## src/rtl/score_argmax_if.sv

```systemverilog
// Handshake bundle for score_argmax: packed scores in with valid/ready,
// classification result out with valid/ready, plus a busy indicator.
interface score_argmax_if #(
   parameter int N_CLASSES = 10,
   parameter int SCORE_W   = 16,
   parameter int IDX_W     = 4
);
   logic [N_CLASSES*SCORE_W-1:0] scores_in;
   logic                         in_valid;
   logic                         in_ready;
   logic                         out_valid;
   logic                         out_ready;
   logic [IDX_W-1:0]             digit;
   logic [SCORE_W-1:0]           max_score;
   logic [SCORE_W-1:0]           margin;
   logic                         busy;

   // Producer/consumer side (drives scores, consumes result)
   modport master (
      output scores_in, in_valid, out_ready,
      input  in_ready, out_valid, digit, max_score, margin, busy
   );

   // Argmax block side
   modport slave (
      input  scores_in, in_valid, out_ready,
      output in_ready, out_valid, digit, max_score, margin, busy
   );
endinterface

```

## src/rtl/score_argmax.sv

```systemverilog
// Sequential argmax over N_CLASSES packed signed Q8.8 scores, one per cycle.
// Ports: clk, rst (sync, active high), bus (slave: scores/valid/ready in,
// digit/max_score/margin/out_valid out, busy).
module score_argmax #(
   parameter int N_CLASSES = 10,
   parameter int SCORE_W   = 16,
   parameter int IDX_W     = 4,
   parameter bit ONE_SHOT  = 1'b1
) (
   input  logic           clk,
   input  logic           rst,
   score_argmax_if.slave  bus
);

   localparam int VEC_W = N_CLASSES * SCORE_W;

   typedef enum logic [1:0] {
      IDLE,
      SCAN,
      HOLD
   } state_t;

   state_t                     state;
   logic [VEC_W-1:0]           scores_q;
   logic [IDX_W-1:0]           idx;
   logic [IDX_W-1:0]           bidx;
   logic signed [SCORE_W-1:0]  best;
   logic signed [SCORE_W-1:0]  second;
   logic                       blocked;

   logic [IDX_W-1:0]           digit_q;
   logic [SCORE_W-1:0]         max_q;
   logic [SCORE_W-1:0]         margin_q;
   logic                       out_valid_q;

   logic signed [SCORE_W-1:0]  cur;
   logic signed [SCORE_W-1:0]  best_n;
   logic signed [SCORE_W-1:0]  second_n;
   logic [IDX_W-1:0]           bidx_n;
   logic [SCORE_W-1:0]         margin_n;
   logic                       last;
   logic                       in_ready;
   logic                       accept;

   assign in_ready = (state == IDLE) && !blocked;
   assign accept   = bus.in_valid && in_ready;
   assign last     = (idx == IDX_W'(N_CLASSES - 1));

   // Running best/runner-up update for the score at idx
   always_comb begin
      cur      = scores_q[int'(idx)*SCORE_W +: SCORE_W];
      best_n   = best;
      second_n = second;
      bidx_n   = bidx;
      if (idx == '0) begin
         best_n   = cur;
         bidx_n   = '0;
         second_n = {1'b1, {(SCORE_W-1){1'b0}}};
      end else if (cur > best) begin
         second_n = best;
         best_n   = cur;
         bidx_n   = idx;
      end else if (cur > second) begin
         second_n = cur;
      end
      // best >= second, so the true difference lies in [0, 2^SCORE_W-1]
      // and the modulo result is exact.
      margin_n = best_n - second_n;
   end

   always_ff @(posedge clk) begin
      if (rst) begin
         state       <= IDLE;
         scores_q    <= '0;
         idx         <= '0;
         bidx        <= '0;
         best        <= '0;
         second      <= '0;
         blocked     <= 1'b0;
         digit_q     <= '0;
         max_q       <= '0;
         margin_q    <= '0;
         out_valid_q <= 1'b0;
      end else begin
         if (!bus.in_valid)
            blocked <= 1'b0;
         unique case (state)
            IDLE: begin
               if (accept) begin
                  scores_q <= bus.scores_in;
                  idx      <= '0;
                  if (ONE_SHOT)
                     blocked <= 1'b1;
                  state    <= SCAN;
               end
            end
            SCAN: begin
               best   <= best_n;
               second <= second_n;
               bidx   <= bidx_n;
               idx    <= idx + 1'b1;
               if (last) begin
                  digit_q     <= bidx_n;
                  max_q       <= best_n;
                  margin_q    <= margin_n;
                  out_valid_q <= 1'b1;
                  idx         <= '0;
                  state       <= HOLD;
               end
            end
            HOLD: begin
               if (bus.out_ready) begin
                  out_valid_q <= 1'b0;
                  state       <= IDLE;
               end
            end
            default: state <= IDLE;
         endcase
      end
   end

   assign bus.in_ready  = in_ready;
   assign bus.busy      = (state != IDLE);
   assign bus.out_valid = out_valid_q;
   assign bus.digit     = digit_q;
   assign bus.max_score = max_q;
   assign bus.margin    = margin_q;

endmodule
```

## src/flat_wrapper.sv

```systemverilog
// flat-port wrapper written by rule: the top's interface ports become plain ports
module score_argmax_flat 
#(
   parameter int N_CLASSES = 10,
   parameter int SCORE_W   = 16,
   parameter int IDX_W     = 4,
   parameter bit ONE_SHOT  = 1'b1
)
  (clk, rst, bus_scores_in, bus_in_valid, bus_out_ready, bus_in_ready, bus_out_valid, bus_digit, bus_max_score, bus_margin, bus_busy);
  score_argmax_if #(.N_CLASSES(N_CLASSES), .SCORE_W(SCORE_W), .IDX_W(IDX_W)) bus_i ();
  input  logic clk;
  input  logic rst;
  input wire logic [$bits(bus_i.scores_in)-1:0] bus_scores_in;
  input wire logic [$bits(bus_i.in_valid)-1:0] bus_in_valid;
  input wire logic [$bits(bus_i.out_ready)-1:0] bus_out_ready;
  output wire logic [$bits(bus_i.in_ready)-1:0] bus_in_ready;
  output wire logic [$bits(bus_i.out_valid)-1:0] bus_out_valid;
  output wire logic [$bits(bus_i.digit)-1:0] bus_digit;
  output wire logic [$bits(bus_i.max_score)-1:0] bus_max_score;
  output wire logic [$bits(bus_i.margin)-1:0] bus_margin;
  output wire logic [$bits(bus_i.busy)-1:0] bus_busy;
  assign bus_i.scores_in = bus_scores_in;
  assign bus_i.in_valid = bus_in_valid;
  assign bus_i.out_ready = bus_out_ready;
  assign bus_in_ready = bus_i.in_ready;
  assign bus_out_valid = bus_i.out_valid;
  assign bus_digit = bus_i.digit;
  assign bus_max_score = bus_i.max_score;
  assign bus_margin = bus_i.margin;
  assign bus_busy = bus_i.busy;
  score_argmax #(.N_CLASSES(N_CLASSES), .SCORE_W(SCORE_W), .IDX_W(IDX_W), .ONE_SHOT(ONE_SHOT)) u_core (.clk(clk), .rst(rst), .bus(bus_i));
endmodule
```

## config.mk

```make
export PLATFORM = sky130hd
export DESIGN_NAME = score_argmax_flat
export DESIGN_NICKNAME = d
export VERILOG_FILES = /design/src/rtl/score_argmax_if.sv /design/src/rtl/score_argmax.sv /design/src/flat_wrapper.sv
export SDC_FILE = /design/constraint.sdc
export NUM_CORES = 1
export LEC_CHECK = 0
export BUFFER_PORTS_ARGS = -buffer_cell sky130_fd_sc_hd__buf_4
export CAP_MARGIN = 0
export CORE_ASPECT_RATIO = 0.7
export CORE_MARGIN = 2
export CORE_UTILIZATION = 55
export DETAILED_ROUTE_END_ITERATION = 16
export PLACE_DENSITY = 0.81
export SYNTH_ARGS = -nofsm -noshare
export SYNTH_HDL_FRONTEND = slang
export SYNTH_SLANG_ARGS = --single-unit
```

## constraint.sdc

```tcl
create_clock -name clk -period 7 [get_ports clk]
set_clock_uncertainty 0.05 [all_clocks]
set_input_delay 0.7 -clock clk [delete_from_list [all_inputs] [get_ports clk]]
set_output_delay 0.7 -clock clk [all_outputs]
set_load 0.01 [all_outputs]
```

After elaboration in Yosys (flattened, before gate mapping)

Index checks and enable logic that the tools add are counted.

Eq/ne operators: 6
$add $sub $neg: 2
Order comparisons: 2
Reductions and logical operators: 13
Muxes and demuxes: 20
Shift operators: 1

Operators with widths:

| cell                | number |
|---|---|
| $shiftx 160x9->16   | 1 |
| $mux 16             | 5 |
| $gt 16x16->1        | 2 |
| $mux 4              | 4 |
| $sub 16x16->16      | 1 |
| $pmux 4 s2          | 1 |
| $mux 2              | 3 |
| $pmux 2 s3          | 1 |
| $reduce_and 2->1    | 3 |
| $reduce_and 3->1    | 2 |
| $reduce_bool 2->1   | 3 |
| $mux 1              | 5 |
| $add 4x1->4 const B | 1 |
| $eq 4x4->1 const B  | 1 |
| $logic_not 4->1     | 1 |
| $ne 2x1->1 const B  | 2 |
| $eq 2x1->1 const B  | 1 |
| $eq 2x2->1 const B  | 1 |
| $logic_and 1x1->1   | 2 |
| $logic_not 2->1     | 1 |
| $ne 2x2->1 const B  | 1 |
| $pmux 1 s2          | 1 |
| $logic_not 1->1     | 1 |

Bits in registers: 240

Depth between registers and ports, before layout

Word-level depth: 6
Depth in mapped cells: 30

Least setup slack after synthesis

No wires, ideal clock.

Kind: register -> register
Start: register u_core.idx[0]
End: register u_core.margin_q[14] (netlist: u_core.bus.margin[14])
Setup slack: 564 ps
Data arrival time: 6299 ps
Cell stages (with the launch flop): 29
Required time: 6863 ps
Clock period less this slack: 6436 ps
Cells stage by stage: dfxtp_1 -> buf_2 -> buf_2 -> buf_2 -> mux2_2 -> a221oi_1 -> a21oi_1 -> ha_1 -> nand4_1 -> or2_2 -> a221oi_1 -> and2_1 -> clkbuf_1 -> clkbuf_1 -> nand2_1 -> o21ai_0 -> and2_1 -> ha_1 -> inv_1 -> fa_1 -> a21o_1 -> a21o_1 -> a2111oi_0 -> nor3_1 -> a41o_1 -> o41ai_1 -> o21ai_0 -> xnor2_1 -> o31ai_1

Cells in the longest elaborated chain, start to end: 6
Elaborated cells on any way between the ends: 12
Classes of those cells: 1 x add/sub; 2 x order compare; 1 x eq/ne; 1 x shift; 5 x mux; 2 x reduce/logical

RTL lines:

| item                   | RTL line            | source |
|---|---|---|
| from (decl)            | score_argmax.sv:25  | `logic [IDX_W-1:0] idx;` |
| from (signal assigned) | score_argmax.sv:101 | `idx <= idx + 1'b1;` |
| $shiftx 160x9->16      | score_argmax.sv:51  | `cur = scores_q[int'(idx)*SCORE_W +: SCORE_W];` |
| $gt 16x16->1           | score_argmax.sv:63  | `end else if (cur > second) begin` |
| $mux 16                | score_argmax.sv:63  |  |
| $mux 16                | score_argmax.sv:59  | `end else if (cur > best) begin` |
| $mux 16 *              | score_argmax.sv:55  | `if (idx == '0) begin` |
| via u_core.second_n[0] | score_argmax.sv:38  | `logic signed [SCORE_W-1:0] second_n;` |
| $sub 16x16->16 *       | score_argmax.sv:68  | `margin_n = best_n - second_n;` |
| to (signal assigned)   | score_argmax.sv:105 | `margin_q <= margin_n;` |
| to (decl)              | score_argmax.sv:33  | `logic [SCORE_W-1:0] margin_q;` |

Mark *: on every way through the listed nets, which the timed path passes. The rest lies on a longest branch.
A chain may end at the register's enable or synchronous reset.

Worst setup path in the final report

Same ends and word-level chain as after synthesis.

==> summary.txt <==
CTS
  – Hold-fix buffers at CTS: 0
  – Number of clock sinks: 240
  – Clock latency on the worst-skew pair: around 0.52 ns
  – H-tree depth: 1
  – Buffer depth of the longest clock path: 3
  – TritonCTS Buffers: 24
  – Clock-pin slew on the worst setup and hold paths: 0.06 ns
  – CTS tree: built
  – Root buf cell: clkbuf_16

Floorplan
  – Die ar.: between 20000 and 25000 sq um
  – Die height: approximately 130 um
  – Number of placed I/O pins: about 200
  – Initial Utilization: about 56%
  – Standard-cell row count: 44
  – CORE AREA: a little over 20000 sq um
  – DIE WIDTH: about 180 um

Worst hold path
  – Hold Startpoint: bus_scores_in[120]
  – Worst hold path type: in -> reg
  – WHS Path Cells: 3

Timing
  – FMAX: approximately 150 MHz
  – Setup violations, final: 0
  – Fin. Hold Viols: 0
  – Final Max Tran Viols: 0
  – Clock period minus worst slack: between 6 and 7 ns
  – RSZ-0062 raised after global routing: no
  – Max_slew headroom: about a tenth
  – Worst-Margin Slew: ~1.3 ns
  – Hold WS: 0.376 ns
  – Setup TNS: 0 ns
  – Final Worst Setup Slack: ~0.34 ns
  – Tcrit/Tclk final: between 90% and 100%

Flow run
  – Max-Cap Viols: 0

Finish
  – Share of cells above drive strength 1: a little over a fifth
  – Antenna diode instance count: 0
  – Area Growth Syn to Fin: 22.3%
  – Reg area: 4810 sq um
  – Design Area, Final: around 14000 sq um
  – Filler cells: between 1500 and 2000
  – Multi-input logic area: approximately 6300 sq um
  – Final net count: ~1900
  – Fin cells: roughly 1900

Synth
  – Share of the synthesized area in the top cell type: between 40% and 50%
  – Mapped Area: ~12000 sq um
  – FF+latch count, synth: 240
  – Synth cell count leaders: nand2_1, a21oi_1, dfxtp_1, clkbuf_1, nor2_1
  – XOR/XNOR share of the synthesized area: less than 1%
  – Post-synthesis sequential area ratio: between 40% and 50%
  – Post-synth top flop: dfxtp_1
  – Adder-Cell Fraction of Synth Area: under 10%
  – Ranking of synthesized cells by area: dfxtp_1, nand2_1, a21oi_1
  – Most common cell in the netlist: nand2_1
  – Post-synthesis cell type count: 54
  – Mean Syn Cell Area: 7.87 sq um
  – Post-synthesis simple-gate area fraction: about a fifth
  – Largest family of logic cells by synthesized area: simple AND/OR/NAND/NOR gates
  – Synth Net Count: around 1700
  – Synth area leader: dfxtp_1
  – Post-synth ARST share: 0%
  – Post-synthesis mux area share: 9.26%
  – Mapped Cells: ~1500
  – Number of flops mapped to enable cells by yosys: 0
  – Compound-Gate Fraction of Synth Area: ~18%
  – Synth warn: 0

Detailed routing
  – Post-route ant nets: 0
  – Met2 wire len: 15100 um
  – DRT Pass-1 Iters: 5
  – Via/cell ratio: 5.77
  – Highest Signal Layer: met4
  – Wire per inst: 17.9 um
  – Metal-1 WL: between 15000 and 20000 um
  – Initial DRC Count: ~1200
  – Via Count: 11200
  – Final wirelength: roughly 35000 um
  – Met3 wire length: between 2000 and 3000 um
  – Drc violations: 0

Critical path
  – Critical path class: reg -> reg
  – Critical Path AT: slightly above 7 ns
  – Critical-path top delay cell: or4_1
  – CP Launch Type: flip-flop
  – R2R depth: 25
  – Levels on crit path: 25
  – R2r startpoint: u_core.idx[0]
  – WP data required: roughly 7.4 ns
  – Reg-to-Reg End: u_core.bus.margin[14]
  – Crit path max fanout: 20
  – CP peak stage delay: 0.61 ns
  – Worst path bufs/invs: 2
  – CP top delay family: compound AO/OA/AOI/OAI gates
  – R2R setup slack: 0.34 ns
  – Worst Setup EP: u_core.bus.margin[14]
  – Most used cell, CP: a21o_1
  – Worst setup startpoint: u_core.idx[0]
  – Crit end category: flip-flop

Pwr
  – Pwr dens: between 200 and 300 nW/um^2
  – LEAKAGE: 5.64 nW
  – Worst vdd ir: roughly 0.19 mV

Global routing
  – First-pass GRT wire length: 54200 um
  – Vias in the first global route: slightly above 10000
  – Pin count of the biggest net entering global routing: between 100 and 150
  – Initial antenna violation count: 0
  – Total gr overflow: 0
  – All-Layer GR Usage: 30.2%

Placement
  – Port Buffers: 202
  – Final Wtd Congestion: 0.919
  – DP HPWL: roughly 25000 um
  – DP Worst Slack: roughly 0.15 ns
  – DP Area: about 13000 sq um
  – Cells after DPL: 1876

Run status
  – Status: completed
==> per-stage QoR <==
stage	utilization, %	total power, mW
CTS	68.1	3.74
detailed placement	64.2	2.42
global route	68.6	3.96
finish	68.6	3.79
floorplan	-	2.14
global placement	64.2	2.41
==> power breakdown <==
| group | internal, mW | leakage [nW] | switching, mW |
|---|---|---|---|
| combinational | 0.416 | 3.29 | 0.576 |
| sequential | 1.43 | 1.96 | 0.0463 |
| clock | 0.794 | 0.395 | 0.529 |
==> sequential cells by signal (all words and copies together), names as in the netlist <==
name and flops:
u_core.second 16, u_core.scores_q 160, u_core.bus.max_score 16, u_core.bus.digit 4
u_core.blocked 1, u_core.idx 4, u_core.best 16, u_core.bus.margin 16
u_core.bidx 4, u_core.bus.out_valid 1, u_core.state 2
==> final cells by class <==
class | instances | share of cell area, %
sequential | 240 | 33.8
tap | 276 | 2.42
clock inverter | 3 | 0.457
timing repair buffer | 238 | 12.7
inverter | 40 | 1.05
clock buffer | 41 | 5.24
multi-input combinational | 1094 | 44.3
==> worst min path at each step <==
| stage | to | slack [ns] |
|---|---|---|
| after global routing | u_core.scores_q[105] | 0.37 |
| final | u_core.scores_q[120] | 0.38 |
| after floorplan | u_core.scores_q[144] | 0.38 |
| after CTS | u_core.scores_q[105] | 0.36 |
| after detailed placement | u_core.scores_q[50] | 0.39 |
| after global placement | u_core.scores_q[69] | 0.39 |
==> layout by cell type, fill, tap and decap left out, drive strengths merged, types with 2 or more instances in the layout <==
cell type,Yosys,layout
xnor2,9,9
o211a,2,2
nor2,57,57
mux4,32,32
clkbuf,95,41
nand4,6,6
a21oi,251,251
a22oi,16,16
nand2,475,475
o211ai,3,3
a221oi,18,18
dfxtp,240,240
a211oi,7,7
mux2i,2,2
or2,2,2
and2,7,7
ha,50,50
nor4,4,4
nor3,9,9
nand3,26,26
a21o,7,7
or3,3,3
inv,40,40
nand2b,5,5
mux2,30,30
nand4b,2,2
bufinv,0,2
o41ai,2,2
o21ai,48,48
buf,11,238
nor2b,2,2
o21a,3,3
==> repair_timing <==
item	CTS	global route
pin swaps	0	1
endpoints found under the hold margin	0	0
setup endpoints to repair	1	3
buffers inserted	0	12
gates resized for setup	1	3
==> cell families after synthesis <==
family | Yosys count
xor+xnor | 10
fa+ha+maj | 51
simple gates | 601
compound gates | 368
buf+inv | 146
mux | 64
flops | 240
==> routing by layer <==
metal / vias to the layer above / GRT usage [%]
li1: 5359 / -
met1: 5284 / 46.4
met2: 464 / 44.9
met3: 49 / 4.47
met4: 0 / 6.41
met5: - / 0
==> worst register-to-register path: cells and delay by family, from the launching register on <==
family / cells / cell delay, ns
multiplexers: 2 / 0.60
adder cells (fa/ha/maj): 3 / 0.92
AND/OR/NAND/NOR: 5 / 1.18
AO/OA/AOI/OAI: 12 / 2.92
flip-flops: 1 / 0.45
buffers and inverters: 2 / 0.27
XOR/XNOR: 1 / 0.17
(Power assumes the default switching activity.)
